### config.mk
export PLATFORM = sky130hd
export DESIGN_NAME = fetch_stage
export DESIGN_NICKNAME = d
export VERILOG_FILES = /design/src/rtl/fetch_stage.sv
export SDC_FILE = /design/constraint.sdc
export NUM_CORES = 1
export LEC_CHECK = 0
export CAP_MARGIN = 20
export CORE_ASPECT_RATIO = 1.4
export CORE_MARGIN = 4
export CORE_UTILIZATION = 38
export DETAILED_ROUTE_END_ITERATION = 8
export GPL_TIMING_DRIVEN = 0
export HOLD_SLACK_MARGIN = 0.03
export PLACE_DENSITY = 0.73
export SLEW_MARGIN = 5
export SYNTH_ARGS = -nofsm -noshare
export SYNTH_HDL_FRONTEND = slang
export SYNTH_SLANG_ARGS = --single-unit
### constraint.sdc
create_clock -name clk -period 2.1 [get_ports clk]
set_input_delay 0.63 -clock clk [delete_from_list [all_inputs] [get_ports clk]]
set_output_delay 0.63 -clock clk [all_outputs]
set_load 0.02 [all_outputs]
### src/rtl/fetch_stage.sv
// ---------------------------------------------------------------------------
// fetch_stage : IF stage of the 5-stage RV32I pipeline.
//
// Holds the fetch PC, drives the instruction-memory address and captures the
// fetched instruction into the IF/ID pipeline register.
//
// Ports
//   clk          clock, all state updates on rising edge
//   rst          asynchronous reset, active-low
//   stall_f      hold the PC register
//   stall_d      hold the IF/ID register
//   flush_d      replace IF/ID contents with a bubble (wins over stall_d)
//   pc_src_e     redirect fetch to pc_target_e (wins over stall_f)
//   pc_target_e  branch/jump target from EX
//   imem_rdata   instruction at imem_addr (combinational read)
//   imem_addr    instruction-memory address, identical to pc_f
//   pc_f         current fetch PC
//   instr_d      IF/ID instruction
//   pc_d         IF/ID PC
//   pc_plus4_d   IF/ID PC+4
//   valid_d      IF/ID holds a real fetched instruction
// ---------------------------------------------------------------------------
module fetch_stage #(
   parameter logic [31:0] RESET_PC  = 32'h0000_0000,
   parameter logic [31:0] NOP_INSTR = 32'h0000_0013
) (
   input  logic        clk,
   input  logic        rst,
   input  logic        stall_f,
   input  logic        stall_d,
   input  logic        flush_d,
   input  logic        pc_src_e,
   input  logic [31:0] pc_target_e,
   input  logic [31:0] imem_rdata,
   output logic [31:0] imem_addr,
   output logic [31:0] pc_f,
   output logic [31:0] instr_d,
   output logic [31:0] pc_d,
   output logic [31:0] pc_plus4_d,
   output logic        valid_d
);

   logic [31:0] pcf_q, pcf_d;
   logic [31:0] pc_plus4_f;

   logic [31:0] ifid_instr_q, ifid_instr_d;
   logic [31:0] ifid_pc_q,    ifid_pc_d;
   logic [31:0] ifid_pc4_q,   ifid_pc4_d;
   logic        ifid_valid_q, ifid_valid_d;

   // Wraps modulo 2^32; the carry out is deliberately dropped.
   assign pc_plus4_f = pcf_q + 32'd4;

   always_comb begin
      pcf_d = pc_plus4_f;
      if (pc_src_e) begin
         // Targets are forced word-aligned; low two bits are ignored.
         pcf_d = {pc_target_e[31:2], 2'b00};
      end else if (stall_f) begin
         pcf_d = pcf_q;
      end
   end

   always_comb begin
      ifid_instr_d = imem_rdata;
      ifid_pc_d    = pcf_q;
      ifid_pc4_d   = pc_plus4_f;
      ifid_valid_d = 1'b1;
      if (flush_d) begin
         ifid_instr_d = NOP_INSTR;
         ifid_pc_d    = 32'd0;
         ifid_pc4_d   = 32'd0;
         ifid_valid_d = 1'b0;
      end else if (stall_d) begin
         ifid_instr_d = ifid_instr_q;
         ifid_pc_d    = ifid_pc_q;
         ifid_pc4_d   = ifid_pc4_q;
         ifid_valid_d = ifid_valid_q;
      end
   end

   always_ff @(posedge clk or negedge rst) begin
      if (!rst) begin
         pcf_q        <= RESET_PC;
         ifid_instr_q <= NOP_INSTR;
         ifid_pc_q    <= 32'd0;
         ifid_pc4_q   <= 32'd0;
         ifid_valid_q <= 1'b0;
      end else begin
         pcf_q        <= pcf_d;
         ifid_instr_q <= ifid_instr_d;
         ifid_pc_q    <= ifid_pc_d;
         ifid_pc4_q   <= ifid_pc4_d;
         ifid_valid_q <= ifid_valid_d;
      end
   end

   assign pc_f       = pcf_q;
   assign imem_addr  = pcf_q;
   assign instr_d    = ifid_instr_q;
   assign pc_d       = ifid_pc_q;
   assign pc_plus4_d = ifid_pc4_q;
   assign valid_d    = ifid_valid_q;

endmodule

==> run_results.csv <==
group,metric,value,unit
clocking,cts_tree,"yes",
detailed_routing,wirelength,22700,um
synth,synth-main-ff-cell,"dfrtp_1",
setup_path,crit_chain,"buf_6 -> nand4_4 -> or4_4 -> or4_4 -> a311oi_2",
synth,avgSynthCellArea,9.70,um^2
min_path,worstHoldPathType,"primary input to async pin",
detailed_routing,wire_per_inst,19.8,um
setup_path,worstSetupPathType,"register to register",
synth,ys_types,45,
global_routing,busiest_layer,"met2",
sta,finalCritPeriodShare,102,%
global_routing,grt_pass1_wl,34100,um
finish,multiInputGateArea,2910,um^2
power_and_ir_drop,power.leakage,4.52,nW
global_routing,grtUsageMet3,6.52,%
global_routing,grt_antenna_before_repair,0,
finish,n_fill_cell,1356,
finish,final_cell_mix,"171 x clkdlybuf4s50_1, 103 x nor2_1, 97 x dfrtp_1",
synth,synth_cells,650,
global_routing,grt_max_degree,90,
finish,layout_commonest_cell,"clkdlybuf4s50_1",
floorplanning,die_h,160,um
synth,yosysWarnings,0,
finish,syn_to_final_growth,61.7,%
synth,synth_seq_cells,124,
outcome,violations,"setup timing",
sta,final-hold-violation-count,0,
setup_path,reg2reg_depth,5,
power_and_ir_drop,total_power,7.60,mW
detailed_routing,drt_iter0_markers,411,
clocking,cts_max_path_buffers,2,
setup_path,crit_start,"imem_addr[10]",
global_routing,overflow,0,
finish,num_antenna_cells,0,
synth,synth-edff-count,0,
sta,fin_crit,2.15,ns
finish,nNetsFinal,1009,
floorplanning,die_area,18800,um^2
global_routing,grt.met2_usage,39.1,%
setup_path,crit_path_top_delay_cell,"or4_4",
power_and_ir_drop,irDropWorstVdd,0.605,mV
sta,worst_pin_slew,0.776,ns
place,dp_slack,-1.05,ns
finish,drive_gt1_share,22.5,%
global_routing,grt_usage,23.5,%
detailed_routing,vias,6173,
detailed_routing,post_drt_via_cell_ratio,5.37,
setup_path,crit_end,"pc_plus4_d[21]",
setup_path,end_kind,"register",
detailed_routing,postRouteAntennaNets,0,
setup_path,ff2ff_setup_slack,-0.05,ns
run,cap_violations,0,
outcome,outcome,"finished with violations",
clocking,root_buffer,"clkbuf_16",
detailed_routing,drc,0,
setup_path,worstPathMaxFanout,8,
clocking,clk_pin_slew_worst_paths,0.06,ns
sta,fin_ws,-0.0513,ns
floorplanning,start_util,38.8,%
global_routing,use_met1,28.2,%
place,globalplace.congestion,0.895,
clocking,cts_buffers,17,
clocking,cts.sink_count,124,
floorplanning,rows,55,
place,portBuffers,223,
sta,max_freq,0.465,GHz
setup_path,cp_common_cell,"or4_4",
sta,max-slew-margin-rel,48.3,%
clocking,clk_latency,0.42,ns
setup_path,timing.rr.start,"imem_addr[10]",
synth,seq_area_frac_synth,49.3,%
setup_path,startpoint_type,"register",
global_routing,grt_pass1_vias,6159,
setup_path,critPathRequiredTime,2.42,ns
floorplanning,die-width,117,um
clocking,h-tree-depth,4,
setup_path,critical_path_arrival,2.47,ns
synth,synthArstFlopShare,100,%
power_and_ir_drop,powerDensity,745,nW/um^2
place,hpwlAfterDp,15400,um
setup_path,cp_slowest_stage_delay,0.62,ns
sta,final.setup_skew,0.00987,ns
floorplanning,core,16200,um^2
synth,synth.cell_area,6310,um^2
setup_path,r2r-end,"pc_plus4_d[21]",
sta,finalSetupViolCount,2,
sta,drv_slew,0,
detailed_routing,first_pass_iters,7,
sta,rsz0062_at_grt,"true",
finish,seqCellArea,3140,um^2
floorplanning,io-pin-count,231,
==> cell type report <==
type / instances / share of cell area, %
multi-input cells: 419 / 28.5
clock buffers: 24 / 4.82
flip-flops and latches: 124 / 30.7
clock inverters: 7 / 1.10
repair buffers: 273 / 25.6
plain buffers: 93 / 6.38
well taps: 199 / 2.44
inverters: 10 / 0.368
==> through the flow <==
step	setup TNS (ns)	instances	hold WS (ns)	area, um^2	utilization (%)
2_1_floorplan	-0.443	653	0.334	6440	-
5_1_grt	-0.578	1149	0.127	10200	62.8
4_1_cts	-0.456	1142	0.113	9950	61.3
6_report	-0.0988	1149	0.107	10200	62.8
3_5_place_dp	-74.80	1076	0.512	8950	55.1
3_3_place_gp	-665.45	1075	0.503	8930	55.0
==> per-layer routing <==
metal  share of wire, %  wire length (um)
met2                 52             11700
met4                3.7               836
met1                 38              8570
met5                  0                 0
met3                6.8              1540
==> critical path: cells and delay by family, from the launching register on <==
| kind | cells | cell delay (ns) |
|---|---|---|
| buffers and inverters | 1 | 0.13 |
| flip-flops | 1 | 0.39 |
| AND/OR/NAND/NOR | 3 | 1.27 |
| AO/OA/AOI/OAI | 1 | 0.26 |
==> flip-flops by register name, indices dropped and copies added, names as in the netlist <==
register / count
instr_d: 32
valid_d: 1
pc_plus4_d: 30
imem_addr: 30
pc_d: 31
==> worst min-delay path by stage <==
stage	depth (start not counted)	end	startpoint	slack [ns]
after CTS	1	instr_d[20]	rst	0.11
after global routing	1	instr_d[20]	rst	0.13
final	1	instr_d[20]	rst	0.11
after global placement	2	instr_d[18]	instr_d[18]	0.50
after floorplan	0	imem_addr[10]	rst	0.33
after detailed placement	2	pc_d[24]	pc_d[24]	0.51
==> cell families after synthesis <==
kind of cell,share of synthesized area (%)
simple gates,18.6
flops,49.3
buf+inv,8.93
compound gates,10.1
mux,9.68
xor+xnor,3.19
fa+ha+maj,0.198
other cells,0.0595
==> power by group <==
part           switching (mW)  leakage, nW  total [mW]  internal, mW
sequential              0.137         1.57        2.71          2.58
clock                    1.07        0.296        3.05          1.98
combinational           0.973         2.66        1.84         0.863
==> timing repair <==
action | 4_1_cts | 5_1_grt
setup endpoints to repair | 152 | 84
pin swaps | 16 | 8
hold buffers | 0 | 0
setup buffers | 35 | 13
gates resized for setup | 102 | 64
cloned | 0 | 1
hold endpoints to repair | 0 | 0
==> synthesized netlist by cell type (all sizes together), types with 3 or more instances <==
cell type  count  area share, %
a21oi          8           0.63
a31oi          8           0.79
and4           4           0.56
buf           54            5.6
mux2i         61            9.7
dfrtp        121             48
or4           18            2.1
a2111oi        3           0.42
nor3           8           0.63
nand2         41            2.4
inv           10           0.60
nand3         11           0.87
o21ai         22            1.7
o41ai          3           0.42
nand4b         3           0.42
or2            4           0.40
nor2         103            6.1
dfstp          3            1.2
clkbuf        46            2.7
nand4         14            1.5
o211ai         4           0.48
nand3b         3           0.36
or3            8           0.79
nor4          14            1.4
xnor2         21            2.9
a311oi        13            1.8
nor2b          4           0.40
o31ai         11            1.3
a211oi         9            1.1
a211o          4           0.56
Note: power is estimated with default switching activity, not from simulation.
